==> src/rtl/uart_pkg.sv <==
// uart_pkg: definitions shared by the UART receive and transmit paths.
//   - uart_state_e : receiver FSM state encoding
//   - par_typ_e    : parity type encoding (EVEN = 0, ODD = 1)
//   - PRESCALE_*   : the only legal oversampling ratios
//   - is_legal_prescale(), maj3() : small helpers used by the receiver
package uart_pkg;

  typedef enum logic [2:0] {
    ST_IDLE   = 3'd0,
    ST_START  = 3'd1,
    ST_DATA   = 3'd2,
    ST_PARITY = 3'd3,
    ST_STOP   = 3'd4
  } uart_state_e;

  typedef enum logic {
    PAR_EVEN = 1'b0,
    PAR_ODD  = 1'b1
  } par_typ_e;

  localparam logic [5:0] PRESCALE_8  = 6'd8;
  localparam logic [5:0] PRESCALE_16 = 6'd16;
  localparam logic [5:0] PRESCALE_32 = 6'd32;

  function automatic logic is_legal_prescale(input logic [5:0] p);
    return (p == PRESCALE_8) || (p == PRESCALE_16) || (p == PRESCALE_32);
  endfunction

  // 2-of-3 majority of the three mid-bit samples
  function automatic logic maj3(input logic [2:0] s);
    return (s[0] & s[1]) | (s[0] & s[2]) | (s[1] & s[2]);
  endfunction

endpackage

==> src/rtl/uart_rx_sampler.sv <==
// uart_rx_sampler: per-bit timing and majority sampling for the UART receiver.
// Ports:
//   CLK, RST     : oversampling clock, async active-low reset
//   rx_s         : synchronized serial input
//   prescale     : oversampling ratio P captured for the current frame
//   enable       : high while a frame is being received; low holds edge_cnt at 0
//   bit_done     : high in the last oversampling cycle of a bit (edge_cnt = P-1)
//   sample_valid : high once all three samples of the current bit are taken
//   bit_val      : majority of the samples at edge_cnt = P/2-1, P/2, P/2+1
module uart_rx_sampler
  import uart_pkg::*;
(
  input  logic       CLK,
  input  logic       RST,
  input  logic       rx_s,
  input  logic [5:0] prescale,
  input  logic       enable,
  output logic       bit_done,
  output logic       sample_valid,
  output logic       bit_val
);

  logic [5:0] edge_cnt_q, edge_cnt_d;
  logic [2:0] smp_q, smp_d;
  logic [5:0] half_s;

  assign half_s = {1'b0, prescale[5:1]};

  // Next edge count (wraps every P cycles) and capture of the three mid-bit samples
  always_comb begin
    edge_cnt_d = edge_cnt_q;
    smp_d      = smp_q;
    if (!enable) begin
      edge_cnt_d = 6'd0;
    end else if (edge_cnt_q == prescale - 6'd1) begin
      edge_cnt_d = 6'd0;
    end else begin
      edge_cnt_d = edge_cnt_q + 6'd1;
    end
    if (enable && (edge_cnt_q == half_s - 6'd1)) begin
      smp_d[0] = rx_s;
    end else if (enable && (edge_cnt_q == half_s)) begin
      smp_d[1] = rx_s;
    end else if (enable && (edge_cnt_q == half_s + 6'd1)) begin
      smp_d[2] = rx_s;
    end else begin
      smp_d = smp_q;
    end
  end

  // Counter and sample registers
  always_ff @(posedge CLK or negedge RST) begin
    if (!RST) begin
      edge_cnt_q <= 6'd0;
      smp_q      <= 3'b111;
    end else begin
      edge_cnt_q <= edge_cnt_d;
      smp_q      <= smp_d;
    end
  end

  assign bit_done     = enable && (edge_cnt_q == prescale - 6'd1);
  // All three samples are registered once edge_cnt reaches P/2+2
  assign sample_valid = enable && (edge_cnt_q >= half_s + 6'd2);
  assign bit_val      = maj3(smp_q);

endmodule

==> src/rtl/uart_rx.sv <==
// uart_rx: UART receiver. Oversamples RX_IN at Prescale x baud, checks optional
// parity and the stop bit, and presents the byte with one-cycle strobes.
// Ports:
//   CLK, RST   : oversampling clock, async active-low reset
//   RX_IN      : serial line (asynchronous, idle high)
//   PAR_EN     : frame carries a parity bit
//   PAR_TYP    : 0 = even parity, 1 = odd parity
//   Prescale   : oversampling ratio, 8/16/32 legal
//   P_DATA     : last good payload, updated only with data_valid
//   data_valid : one-cycle strobe, good frame received
//   par_err    : one-cycle strobe, parity mismatch
//   stp_err    : one-cycle strobe, stop bit sampled as 0
module uart_rx
  import uart_pkg::*;
#(
  parameter int DATA_WIDTH = 8
)
(
  input  logic                  CLK,
  input  logic                  RST,
  input  logic                  RX_IN,
  input  logic                  PAR_EN,
  input  logic                  PAR_TYP,
  input  logic [5:0]            Prescale,
  output logic [DATA_WIDTH-1:0] P_DATA,
  output logic                  data_valid,
  output logic                  par_err,
  output logic                  stp_err
);

  localparam int BCW = $clog2(DATA_WIDTH);
  localparam logic [BCW-1:0] LAST_BIT = BCW'(DATA_WIDTH - 1);

  uart_state_e           state_q, state_d;
  logic [1:0]            sync_q, sync_d;
  logic [BCW-1:0]        bit_cnt_q, bit_cnt_d;
  logic [DATA_WIDTH-1:0] shadow_q, shadow_d;
  logic [DATA_WIDTH-1:0] p_data_q, p_data_d;
  logic [5:0]            prescale_q, prescale_d;
  logic                  par_en_q, par_en_d;
  logic                  par_typ_q, par_typ_d;
  logic                  par_bad_q, par_bad_d;
  logic                  data_valid_q, data_valid_d;
  logic                  par_err_q, par_err_d;
  logic                  stp_err_q, stp_err_d;

  logic rx_s;
  logic enable_s;
  logic bit_done_s;
  logic sample_valid_s;
  logic bit_val_s;

  function automatic logic expected_parity(input logic [DATA_WIDTH-1:0] data,
                                           input logic par_typ);
    return (^data) ^ (par_typ == PAR_ODD);
  endfunction

  assign rx_s     = sync_q[1];
  assign enable_s = (state_q != ST_IDLE);

  uart_rx_sampler u_sampler (
    .CLK          (CLK),
    .RST          (RST),
    .rx_s         (rx_s),
    .prescale     (prescale_q),
    .enable       (enable_s),
    .bit_done     (bit_done_s),
    .sample_valid (sample_valid_s),
    .bit_val      (bit_val_s)
  );

  // Next-state logic: frame FSM, deserializer, parity/stop checks and strobes
  always_comb begin
    sync_d       = {sync_q[0], RX_IN};
    state_d      = state_q;
    bit_cnt_d    = bit_cnt_q;
    shadow_d     = shadow_q;
    p_data_d     = p_data_q;
    prescale_d   = prescale_q;
    par_en_d     = par_en_q;
    par_typ_d    = par_typ_q;
    par_bad_d    = par_bad_q;
    data_valid_d = 1'b0;
    par_err_d    = 1'b0;
    stp_err_d    = 1'b0;
    case (state_q)
      ST_IDLE: begin
        // Config is frozen here so mid-frame input changes are ignored
        if (!rx_s && is_legal_prescale(Prescale)) begin
          state_d    = ST_START;
          prescale_d = Prescale;
          par_en_d   = PAR_EN;
          par_typ_d  = PAR_TYP;
          bit_cnt_d  = {BCW{1'b0}};
          shadow_d   = {DATA_WIDTH{1'b0}};
          par_bad_d  = 1'b0;
        end else begin
          state_d = ST_IDLE;
        end
      end
      ST_START: begin
        // A start bit that votes high was a glitch: abandon without strobes
        if (sample_valid_s && bit_val_s) begin
          state_d = ST_IDLE;
        end else if (bit_done_s) begin
          state_d = ST_DATA;
        end else begin
          state_d = ST_START;
        end
      end
      ST_DATA: begin
        if (bit_done_s) begin
          shadow_d[bit_cnt_q] = bit_val_s;
          if (bit_cnt_q == LAST_BIT) begin
            bit_cnt_d = {BCW{1'b0}};
            state_d   = par_en_q ? ST_PARITY : ST_STOP;
          end else begin
            bit_cnt_d = bit_cnt_q + {{(BCW-1){1'b0}}, 1'b1};
          end
        end else begin
          state_d = ST_DATA;
        end
      end
      ST_PARITY: begin
        if (bit_done_s) begin
          par_bad_d = (bit_val_s != expected_parity(shadow_q, par_typ_q));
          state_d   = ST_STOP;
        end else begin
          state_d = ST_PARITY;
        end
      end
      ST_STOP: begin
        if (bit_done_s) begin
          if (bit_val_s && !par_bad_q) begin
            p_data_d     = shadow_q;
            data_valid_d = 1'b1;
          end else begin
            p_data_d = p_data_q;
          end
          par_err_d = par_bad_q;
          stp_err_d = !bit_val_s;
          state_d   = ST_IDLE;
        end else begin
          state_d = ST_STOP;
        end
      end
      default: begin
        state_d = ST_IDLE;
      end
    endcase
  end

  // All receiver state and registered outputs
  always_ff @(posedge CLK or negedge RST) begin
    if (!RST) begin
      state_q      <= ST_IDLE;
      sync_q       <= 2'b11;
      bit_cnt_q    <= {BCW{1'b0}};
      shadow_q     <= {DATA_WIDTH{1'b0}};
      p_data_q     <= {DATA_WIDTH{1'b0}};
      prescale_q   <= PRESCALE_8;
      par_en_q     <= 1'b0;
      par_typ_q    <= 1'b0;
      par_bad_q    <= 1'b0;
      data_valid_q <= 1'b0;
      par_err_q    <= 1'b0;
      stp_err_q    <= 1'b0;
    end else begin
      state_q      <= state_d;
      sync_q       <= sync_d;
      bit_cnt_q    <= bit_cnt_d;
      shadow_q     <= shadow_d;
      p_data_q     <= p_data_d;
      prescale_q   <= prescale_d;
      par_en_q     <= par_en_d;
      par_typ_q    <= par_typ_d;
      par_bad_q    <= par_bad_d;
      data_valid_q <= data_valid_d;
      par_err_q    <= par_err_d;
      stp_err_q    <= stp_err_d;
    end
  end

  assign P_DATA     = p_data_q;
  assign data_valid = data_valid_q;
  assign par_err    = par_err_q;
  assign stp_err    = stp_err_q;

endmodule

==> config.mk <==
export PLATFORM = sky130hd
export DESIGN_NAME = uart_rx
export DESIGN_NICKNAME = d
export VERILOG_FILES = /design/src/rtl/uart_pkg.sv /design/src/rtl/uart_rx_sampler.sv /design/src/rtl/uart_rx.sv
export SDC_FILE = /design/constraint.sdc
export NUM_CORES = 1
export LEC_CHECK = 0
export ABC_CLOCK_PERIOD_IN_PS = 3790
export CORE_UTILIZATION = 30
export CTS_CLUSTER_SIZE = 40
export DETAILED_ROUTE_END_ITERATION = 8
export SLEW_MARGIN = 25
export SYNTH_ARGS = -nofsm -noshare
export SYNTH_HDL_FRONTEND = slang
export SYNTH_SLANG_ARGS = --single-unit
==> constraint.sdc <==
create_clock -name CLK -period 3.79 [get_ports CLK]
set_input_delay 0.758 -clock CLK [delete_from_list [all_inputs] [get_ports CLK]]
set_output_delay 0.758 -clock CLK [all_outputs]
set_load 0.005 [all_outputs]
==> results.toml, run 1 <==
[route]
drt-initial-drc-count = 92
detail-route-antenna-nets = 0
drtPass1Iterations = 4
wl_per_cell_um = 14.7
route.detailed.drc = 0
vias_per_cell = 5.10
totalWireLength_mm = 5.77
via_count = 2006

[synth]
synth.distinct_cells = 45
async_reset_ff_share_pct = 100
yosysWarnings = 0
syn-instance-count = 268
synth_area_um2 = 2700
yosysMostFrequentCell = "dfrtp_1"
syn_nets = 295
synth_edf_count = 0
yosys_register_bits = 45
seq_area_frac_synth_pct = 42.0
synth_top_area_share_pct = 36.2
yosys.area.top_type = "dfrtp_1"
synthFlopType = "dfrtp_1"
synth_commonest_cells = "dfrtp_1 (39), nand2_1 (22), xnor2_1 (17)"
synth.area.top_cells = "dfrtp_1 (36%), ha_1 (7.4%), mux2_2 (6.7%), dfstp_2 (5.8%), xnor2_1 (5.5%)"
syn_area_per_cell_um2 = 10.1

[floorplanning]
dieHeight_um = 96.8
coreArea_um2 = 8720
dieWidth_um = 96.8
initial_core_util_pct = 30.9
die_area_um2 = 9380
num_rows = 34
io_pins = 22

[sta]
maxSlewViolCount = 0
tns_ns = 0
min_period_ns = 2.86
fin_ws_ns = 0.933
max-slew-margin-rel_pct = 37.9
hold_viol_final = 0
fin_crit_sh_pct = 75.4
fin_skew_ns = 0.00629
rsz0062_at_grt = "no"
fmax_mhz = 350
setup_viol = 0
tightest_slew_ns = 0.931

[clocking]
cts_hold_buf = 0
postCtsSetupRepairBufs = 0
clockBufferDepth = 2
cts_buffers = 5
path_clk_slew_ns = 0.08
cts.sinks = 45
clk_latency_ns = 0.29
cts_tree = "done"
h-tree-depth = 2
cts_resized = 0
clockRootBuffer = "clkbuf_8"

[setup_path]
end_kind = "flop"
arrival_ns = 3.03
critPathKind = "flop to flop"
startpoint_type = "flop"
cp.required_ns = 3.96
critPathMaxFanout = 20

[layout]
fin_nets = 311
drive_above_1_share_pct = 14.0
syn_to_final_growth_pct = 15.4
antenna_cells = 0

[place]
place_hpwl_mm = 4.07
gp_congestion = 0.844
port_buffers = 21
place_ws_ns = 0.914

[job]
drv_cap = 0

[outcome]
outcome = "complete, no violations"

[global_routing]
grt-ovfl-total = 0
grt_pass1_wl_mm = 9.97
grt_pass1_vias = 1978
grt_antenna_before_repair = 0
grt.total_usage_pct = 13.0
grt_max_degree = 46

[hold_path]
hold_class = "flop to flop"

[power]
peakVddDrop_mv = 0.260
total_leakage_power_nw = 1.33
power_density_nw_per_um2 = 567
[cell usage in the layout, fill, tap and decap left out, types with 2 or more instances in the layout]
cell type,count
dfrtp_1,39
nand2_1,22
clkdlybuf4s50_1,20
xnor2_1,17
mux2_2,16
ha_1,16
xor2_1,15
inv_1,12
nor2_1,12
nand3_1,10
nor3_1,10
o21ai_0,9
nor4_1,9
o22ai_1,8
clkbuf_8,6
dfstp_2,6
nand2b_1,5
a21oi_1,5
o211ai_1,5
and2_1,5
buf_4,4
nand4b_1,3
nor2b_1,3
o31ai_1,3
nor3b_1,2
a211o_1,2
[cell families (layout without fill, tap and decap cells)]
group	count (synthesis)	count (layout)	share of synthesized area (%)
and+or+nand+nor	88	88	17.5
DFF	45	45	42.0
AOI/OAI and AO/OA	42	42	11.0
xor gates and xnor gates	32	32	10.4
buffers and inverters	27	44	4.31
adders and majority gates	17	17	7.79
muxes	17	17	7.05
[final timing paths]
check / slack [ns] / to / startpoint / cells past startpoint
worst max-delay path: 0.93 / P_DATA[2]$_DFFE_PN0P_ / prescale_q[2]$_DFFE_PN0P_ / 8
worst min-delay path: 0.36 / sync_q[1]$_DFF_PN1_ / sync_q[0]$_DFF_PN1_ / 0
worst max register to register: 0.93 / P_DATA[2]$_DFFE_PN0P_ / prescale_q[2]$_DFFE_PN0P_ / 8
worst min register to register: 0.36 / sync_q[1]$_DFF_PN1_ / sync_q[0]$_DFF_PN1_ / 0
max in group asynchronous: 2.93 / prescale_q[2]$_DFFE_PN0P_ / RST / 1
min in group asynchronous: 0.46 / par_err$_DFF_PN0_ / RST / 1
[report_power, final]
group	switching [W]	leakage, nW	total (W)	internal [W]
clock	0.000152	0.0585	0.000367	0.000215
combinational	0.000325	0.691	0.000652	0.000326
sequential	0.000157	0.578	0.000748	0.000591
total	0.000634	1.33	0.00177	0.00113
[flip-flops by register name, indices dropped and copies added (netlist names)]
register              cells
shadow_q                  8
prescale_q                6
sync_q                    2
par_typ_q                 1
u_sampler.edge_cnt_q      6
data_valid                1
P_DATA                    8
par_err                   1
u_sampler.smp_q           3
par_en_q                  1
stp_err                   1
bit_cnt_q                 3
par_bad_q                 1
state_q                   3
[per-stage QoR]
stage	instance area [µm²]	total power [W]	hold slack, ns	instances	util [%]
after floorplan	2700	0.00124	0.345	268	-
after global placement	3000	0.00138	0.348	385	34.4
after detailed placement	3000	0.00140	0.347	385	34.4
after CTS	3110	0.00178	0.362	393	35.7
after global routing	3120	0.00190	0.364	393	35.7
final	3120	0.00177	0.362	393	35.7
[final cells by class]
cell class | instances | area, µm²
clock buffer | 7 | 86.3
fill | 858 | 5610
timing repair buffer | 24 | 230
multi-input combinational | 196 | 1460
tap | 108 | 135
sequential | 45 | 1130
clock inverter | 1 | 30.0
inverter | 12 | 45.0
[critical path, cell delays in order, from the launching register on]
cell,delay [ns]
dfrtp_1,0.47
inv_1,0.16
ha_1,0.23
nor3b_1,0.32
nand2_1,0.12
xnor2_1,0.15
or3_4,0.46
nor3_4,0.44
mux2_2,0.39
[metal layers]
layer / GRT usage, % / vias up / wire length (µm)
met3: 2.02 / 8 / 137
met2: 19.7 / 27 / 2610
li1: - / 981 / -
met1: 18.8 / 990 / 2950
met4: 4.48 / 0 / 78
met5: 0 / - / 0
No activity file was read; power rests on OpenSTA's default activity.
==> run 2, diff against run 1 <==
Settings changed: ABC_CLOCK_PERIOD_IN_PS 3790 to 2300.
Clock period 3.79 ns to 2.3 ns, I/O delays scaled along.
==> run 2 against run 1 <==
  * The flow now finishes with violations (negative setup slack)
  * Hold slack lost 0.22 ns
  * Combinational power grew 100%
  * Clock-buffer cell count shrank 1
  * Routed wire length grew 10%
  * Setup slack lost 1.0 ns
  * Die area is the same
  * Sequential cell count is the same
==> results.toml, run 2 (synthesis results as in run 1) <==
[outcome]
outcome = "finished, violations left"
violations = "negative setup slack"

[sta]
fin_skew_ns = 0.00555
rsz0062_at_grt = "yes"
fin_crit_sh_pct = 103
setup_viol = 16
tightest_slew_ns = 0.657
maxSlewViolCount = 0
max-slew-margin-rel_pct = 56.2
fmax_mhz = 421
min_period_ns = 2.38
hold_slack_ns = 0.142
hold_viol_final = 0
fin_ws_ns = -0.0762

[setup_path]
cp-startpoint = "prescale_q[3]$_DFFE_PN1P_"
end_kind = "flop"
cp.required_ns = 2.53
critPathMaxFanout = 8
cp_top_family = "simple AND/OR/NAND/NOR gates"
critPathKind = "flop to flop"
startpoint_type = "flop"
critical-path-max-stage-delay_ns = 0.62
timing.rr.start = "prescale_q[3]$_DFFE_PN1P_"
cp_slowest_cell = "dfstp_2"
r2r_slack_ns = -0.08
cp_cell_sequence = "inv_4 -> ha_4 -> nand2b_4 -> a21oi_2 -> nand4b_1 -> or3_4 -> buf_12 -> a211o_4 -> o22ai_1"
path_buf_inv = 2
arrival_ns = 2.60

[floorplanning]
coreArea_um2 = 8720
num_rows = 34
io_pins = 22
dieHeight_um = 96.8
dieWidth_um = 96.8
initial_core_util_pct = 30.9
die_area_um2 = 9380

[route]
drtPass1Iterations = 4
via_count = 2152
detail-route-antenna-nets = 0
totalWireLength_mm = 6.35
wl_per_cell_um = 14.9
route.detailed.drc = 0
drt-initial-drc-count = 126
vias_per_cell = 5.06

[layout]
final_cell_mix = "dfrtp_1 (38), buf_4 (27), nand2_1 (22)"
drive_above_1_share_pct = 31.9
fin_cells = 425
final_area_um2 = 3650
fin_nets = 343
layout_commonest_cell = "dfrtp_1"
syn_to_final_growth_pct = 35.1
multiInputGateArea_um2 = 1700
regArea_um2 = 1130
nFillCells = 814
antenna_cells = 0

[clocking]
path_clk_slew_ns = 0.09
clk_latency_ns = 0.30
cts_buffers = 5
clockBufferDepth = 2
cts_tree = "done"
h-tree-depth = 2
cts.sinks = 45
clockRootBuffer = "clkbuf_8"

[global_routing]
grt.total_usage_pct = 13.9
grt_pass1_vias = 2061
grt-ovfl-total = 0
grt_pass1_wl_mm = 10.4
grt_max_degree = 24
grt_antenna_before_repair = 0

[place]
port_buffers = 21
place_area_um2 = 3260
gp_congestion = 0.784
placed_cells = 405
place_ws_ns = -0.0540
place_hpwl_mm = 4.38

[power]
peakVddDrop_mv = 0.534
power_w = 0.00313
power_density_nw_per_um2 = 858
total_leakage_power_nw = 1.57

[hold_path]
hold_class = "primary input to asynchronous set/reset pin"

[job]
drv_cap = 0
-- run 2: changes by cell type in the layout (fill, tap and decap cells not counted), moves of 5 or more --
cell | previous run | this run
mux2_4 | 0 | 9
o22ai_1 | 8 | 3
o22ai_2 | 0 | 5
mux2_2 | 16 | 7
buf_4 | 4 | 27
nor4_1 | 9 | 4
-- run 2: path summary, 6_finish.rpt --
path,endpoint,depth (start not counted)
worst min-delay path,data_valid$_DFF_PN0_,1
worst min register to register,sync_q[1]$_DFF_PN1_,0
max in group asynchronous,u_sampler.smp_q[1]$_DFFE_PN1P_,2
worst max register to register,shadow_q[6]$_DFFE_PN0P_,9
min in group CLK,sync_q[1]$_DFF_PN1_,0
worst max-delay path,shadow_q[6]$_DFFE_PN0P_,9
-- run 2: area by class of cell --
class                           instances  share of cell area (%)
Multi-Input combinational cell        196                    46.6
Sequential cell                        45                    31.1
Timing Repair Buffer                   56                    14.2
Tap cell                              108                    3.70
Clock buffer                            6                    1.99
Inverter                               12                    1.37
Clock inverter                          2                    1.06
-- run 2: timing repair --
item                                    CTS  global route
setup buffers                             7             4
resized for setup                        12            26
gates cloned                              0             1
pin swaps                                 8            17
endpoints found under the hold margin     0             0
hold buffers                              0             0
endpoints found under the setup margin    5            21
-- run 2: routing by layer --
layer  share of wire [%]  track usage [%]
met3                 2.3             2.24
met1                  49             19.4
met4                 1.6             5.28
met2                  47             21.6
met5                   0                0
-- run 2: where the power goes --
group | switching (W) | internal (W) | total [W]
Sequential | 0.000235 | 0.000974 | 0.00121
Combinational | 0.000652 | 0.000664 | 0.00132
Clock | 0.000279 | 0.000326 | 0.000605
Total | 0.00117 | 0.00196 | 0.00313
-- run 2: stage by stage --
step | utilization, % | TNS [ns]
after CTS | 39.9 | -0.0405
after global placement | 37.3 | 0
after floorplan | - | -0.278
after detailed placement | 37.3 | -0.0546
after global routing | 41.8 | -2.59
final | 41.8 | -0.743
==> run 3, diff against run 2 <==
Settings changed: SYNTH_HIERARCHICAL set to 1.
==> run 3 against run 2 <==
  * The run still ends with negative setup slack left
  * Combinational power down 97%
  * Via count down 0.93%
  * Maximum frequency down 4.7%
  * Design area up 2.3%
  * Global-route usage about the same
  * Non-clock buffer count up 17
  * Routed wire length down 3.2%
  * Sequential share of layout area down 0.71 points
  * Register-to-register slack worse by 0.12 ns
  * Synthesized cell count up 1.1%
  * Critical path depth up 1
  * Die area up 4.0%
  * Critical endpoint is now shadow_q[2]$_DFFE_PN0P_
  * Largest cell class unchanged
==> results.toml, run 3 <==
[outcome]
outcome = "finished, violations left"
violations = "negative setup slack"

[clocking]
h-tree-depth = 2
cts_tree = "done"
clockBufferDepth = 2
clk_latency_ns = 0.30
cts_hold_buf = 0
clockRootBuffer = "clkbuf_8"
cts_buffers = 5
path_clk_slew_ns = 0.09
cts.sinks = 45

[synth]
synth_commonest_cells = "dfrtp_1 (39), nand2_1 (31), nor2_1 (20)"
async_reset_ff_share_pct = 100
yosys.area.top_type = "dfrtp_1"
syn_nets = 298
synth.distinct_cells = 52
synth_edf_count = 0
synth_top_area_share_pct = 34.7
yosys_register_bits = 45
syn_area_per_cell_um2 = 10.4
synth_area_um2 = 2810
synth.area.top_cells = "dfrtp_1 (35%), ha_1 (7.1%), dfstp_2 (5.6%), xnor2_1 (5.0%), xor2_1 (5.0%)"
seq_area_frac_synth_pct = 40.4
yosysMostFrequentCell = "dfrtp_1"
synthFlopType = "dfrtp_1"
syn-instance-count = 271
yosysWarnings = 6

[power]
combPwrFrac_pct = 2.6
peakVddDrop_mv = 0.435
power_switching_w = 0.000305
swShare_pct = 19.7
p_seq_share_pct = 51.4
power_w = 0.00155
p_int_w = 0.00125
total_leakage_power_nw = 1.73
power_density_nw_per_um2 = 415
p_clk_share_pct = 46.0

[floorplanning]
coreArea_um2 = 8890
io_pins = 22
initial_core_util_pct = 31.6
die_area_um2 = 9750
dieWidth_um = 98.8
dieHeight_um = 98.8
num_rows = 34

[place]
port_buffers = 21
placed_cells = 423
place_hpwl_mm = 4.41
gp_congestion = 0.819
place_ws_ns = -0.245

[setup_path]
critPathKind = "flop to flop"
path_buf_inv = 1
cp.required_ns = 2.50
cp_slowest_cell = "dfstp_2"
critical-path-max-stage-delay_ns = 0.59
startpoint_type = "flop"
cp_cell_sequence = "xor2_1 -> and3_1 -> o21ai_2 -> nor4_2 -> and2_4 -> nand4bb_1 -> buf_6 -> nor4b_4 -> mux2i_1 -> nor2_2"
critPathMaxFanout = 6
arrival_ns = 2.69
end_kind = "flop"
cp_top_family = "simple AND/OR/NAND/NOR gates"

[sta]
max-slew-margin-rel_pct = 62.5
hold_viol_final = 0
maxSlewViolCount = 0
fin_ws_ns = -0.193
fin_crit_sh_pct = 108
tightest_slew_ns = 0.563
min_period_ns = 2.49
fmax_mhz = 401
fin_skew_ns = 0.00849
setup_viol = 19
rsz0062_at_grt = "yes"
tns_ns = -2.08

[layout]
fin_cells = 444
fin_nets = 362
layout_commonest_cell = "buf_4"
drive_above_1_share_pct = 32.4
nFillCells = 836
syn_to_final_growth_pct = 32.9
antenna_cells = 0
final_cell_mix = "buf_4 (43), dfrtp_1 (38), nand2_1 (30)"
fin_util_pct = 42.0

[route]
detail-route-antenna-nets = 0
totalWireLength_mm = 6.14
drtPass1Iterations = 4
wl_per_cell_um = 13.8
via_count = 2132
vias_per_cell = 4.80
route.detailed.drc = 0
drt-initial-drc-count = 56

[global_routing]
grt_max_degree = 19
grt-ovfl-total = 0
grt_pass1_wl_mm = 10.7
grt.total_usage_pct = 13.9
grt_pass1_vias = 2266
grt_antenna_before_repair = 0

[hold_path]
hold_class = "primary input to asynchronous set/reset pin"

[job]
drv_cap = 0
-- run 3: cell count changes after synthesis, moves of 4 or more --
cell	change
mux2_2	-6
nor4_1	-7
nor2_1	+8
clkbuf_1	-4
o211ai_1	-4
nand4_1	+4
buf_6	+5
nand2b_1	-4
o22ai_1	-8
mux2i_1	+7
nor3_1	-8
nand2_1	+9
-- run 3: cell type report --
| class | count | area, µm² | share of cell area, % |
|---|---|---|---|
| clock buffer | 5 | 68.8 | 1.84 |
| clock inverter | 3 | 65.1 | 1.74 |
| inverter | 13 | 51.3 | 1.37 |
| multi-input combinational | 197 | 1650 | 44.2 |
| sequential | 45 | 1130 | 30.4 |
| tap | 108 | 135 | 3.62 |
| timing repair buffer | 73 | 629 | 16.9 |
-- run 3: power by group through the flow --
stage | clock network (W) | logic [W] | registers [W]
after CTS | 0.000734 | 0.0000413 | 0.000797
after global placement | 0 | 0.0000402 | 0.000812
after floorplan | 0 | 0.00000348 | 0.000812
after detailed placement | 0 | 0.0000413 | 0.000813
final | 0.000713 | 0.0000397 | 0.000797
after global routing | 0.000770 | 0.0000456 | 0.000798
-- run 3: worst reg2reg max path: cells and delay by family (launching register included) --
| kind | cells | cell delay (ns) |
|---|---|---|
| AO/OA/AOI/OAI | 1 | 0.09 |
| flip-flops | 1 | 0.59 |
| AND/OR/NAND/NOR | 6 | 1.08 |
| XOR/XNOR | 1 | 0.20 |
| multiplexers | 1 | 0.25 |
| buffers and inverters | 1 | 0.17 |
-- run 3: final timing paths --
| kind | from | to | slack [ns] | depth (start not counted) |
|---|---|---|---|---|
| setup / recovery | prescale_q[3]$_DFFE_PN1P_ | shadow_q[2]$_DFFE_PN0P_ | -0.19 | 10 |
| setup reg to reg | prescale_q[3]$_DFFE_PN1P_ | shadow_q[2]$_DFFE_PN0P_ | -0.19 | 10 |
| hold / removal | RST | P_DATA[2]$_DFFE_PN0P_ | 0.08 | 1 |
| min in group CLK | sync_q[0]$_DFF_PN1_ | sync_q[1]$_DFF_PN1_ | 0.36 | 0 |
| max in group asynchronous | RST | prescale_q[3]$_DFFE_PN1P_ | 1.61 | 2 |
| hold reg to reg | sync_q[0]$_DFF_PN1_ | sync_q[1]$_DFF_PN1_ | 0.36 | 0 |
-- run 3: metal layers --
layer,track usage (%),routed length (µm)
met5,0,0
met4,6.31,170
met3,2.34,135
met2,23.7,3080
met1,17.2,2760
-- run 3: per-stage QoR --
| stage | instance area (µm²) | hold slack, ns |
|---|---|---|
| 3_3_place_gp | 3360 | 0.346 |
| 4_1_cts | 3600 | 0.0747 |
| 6_report | 3730 | 0.0778 |
| 2_1_floorplan | 2850 | 0.164 |
| 5_1_grt | 3730 | 0.105 |
| 3_5_place_dp | 3360 | 0.351 |
-- run 3: logic make-up (layout without fill, tap and decap cells) --
family,count (synthesis),count (layout),synth area share (%)
buf+inv,30,94,6.15
xor+xnor,33,33,10.8
fa+ha+maj,17,17,7.48
mux,19,19,7.26
simple gates,99,100,20.6
compound gates,28,28,7.35
flops,45,45,40.4
-- run 3: repair_timing --
action,4_1_cts,5_1_grt
gates resized for setup,16,19
setup buffers,5,8
setup endpoints to repair,24,26
hold endpoints to repair,0,0
pin swaps,8,20
cloned,1,0
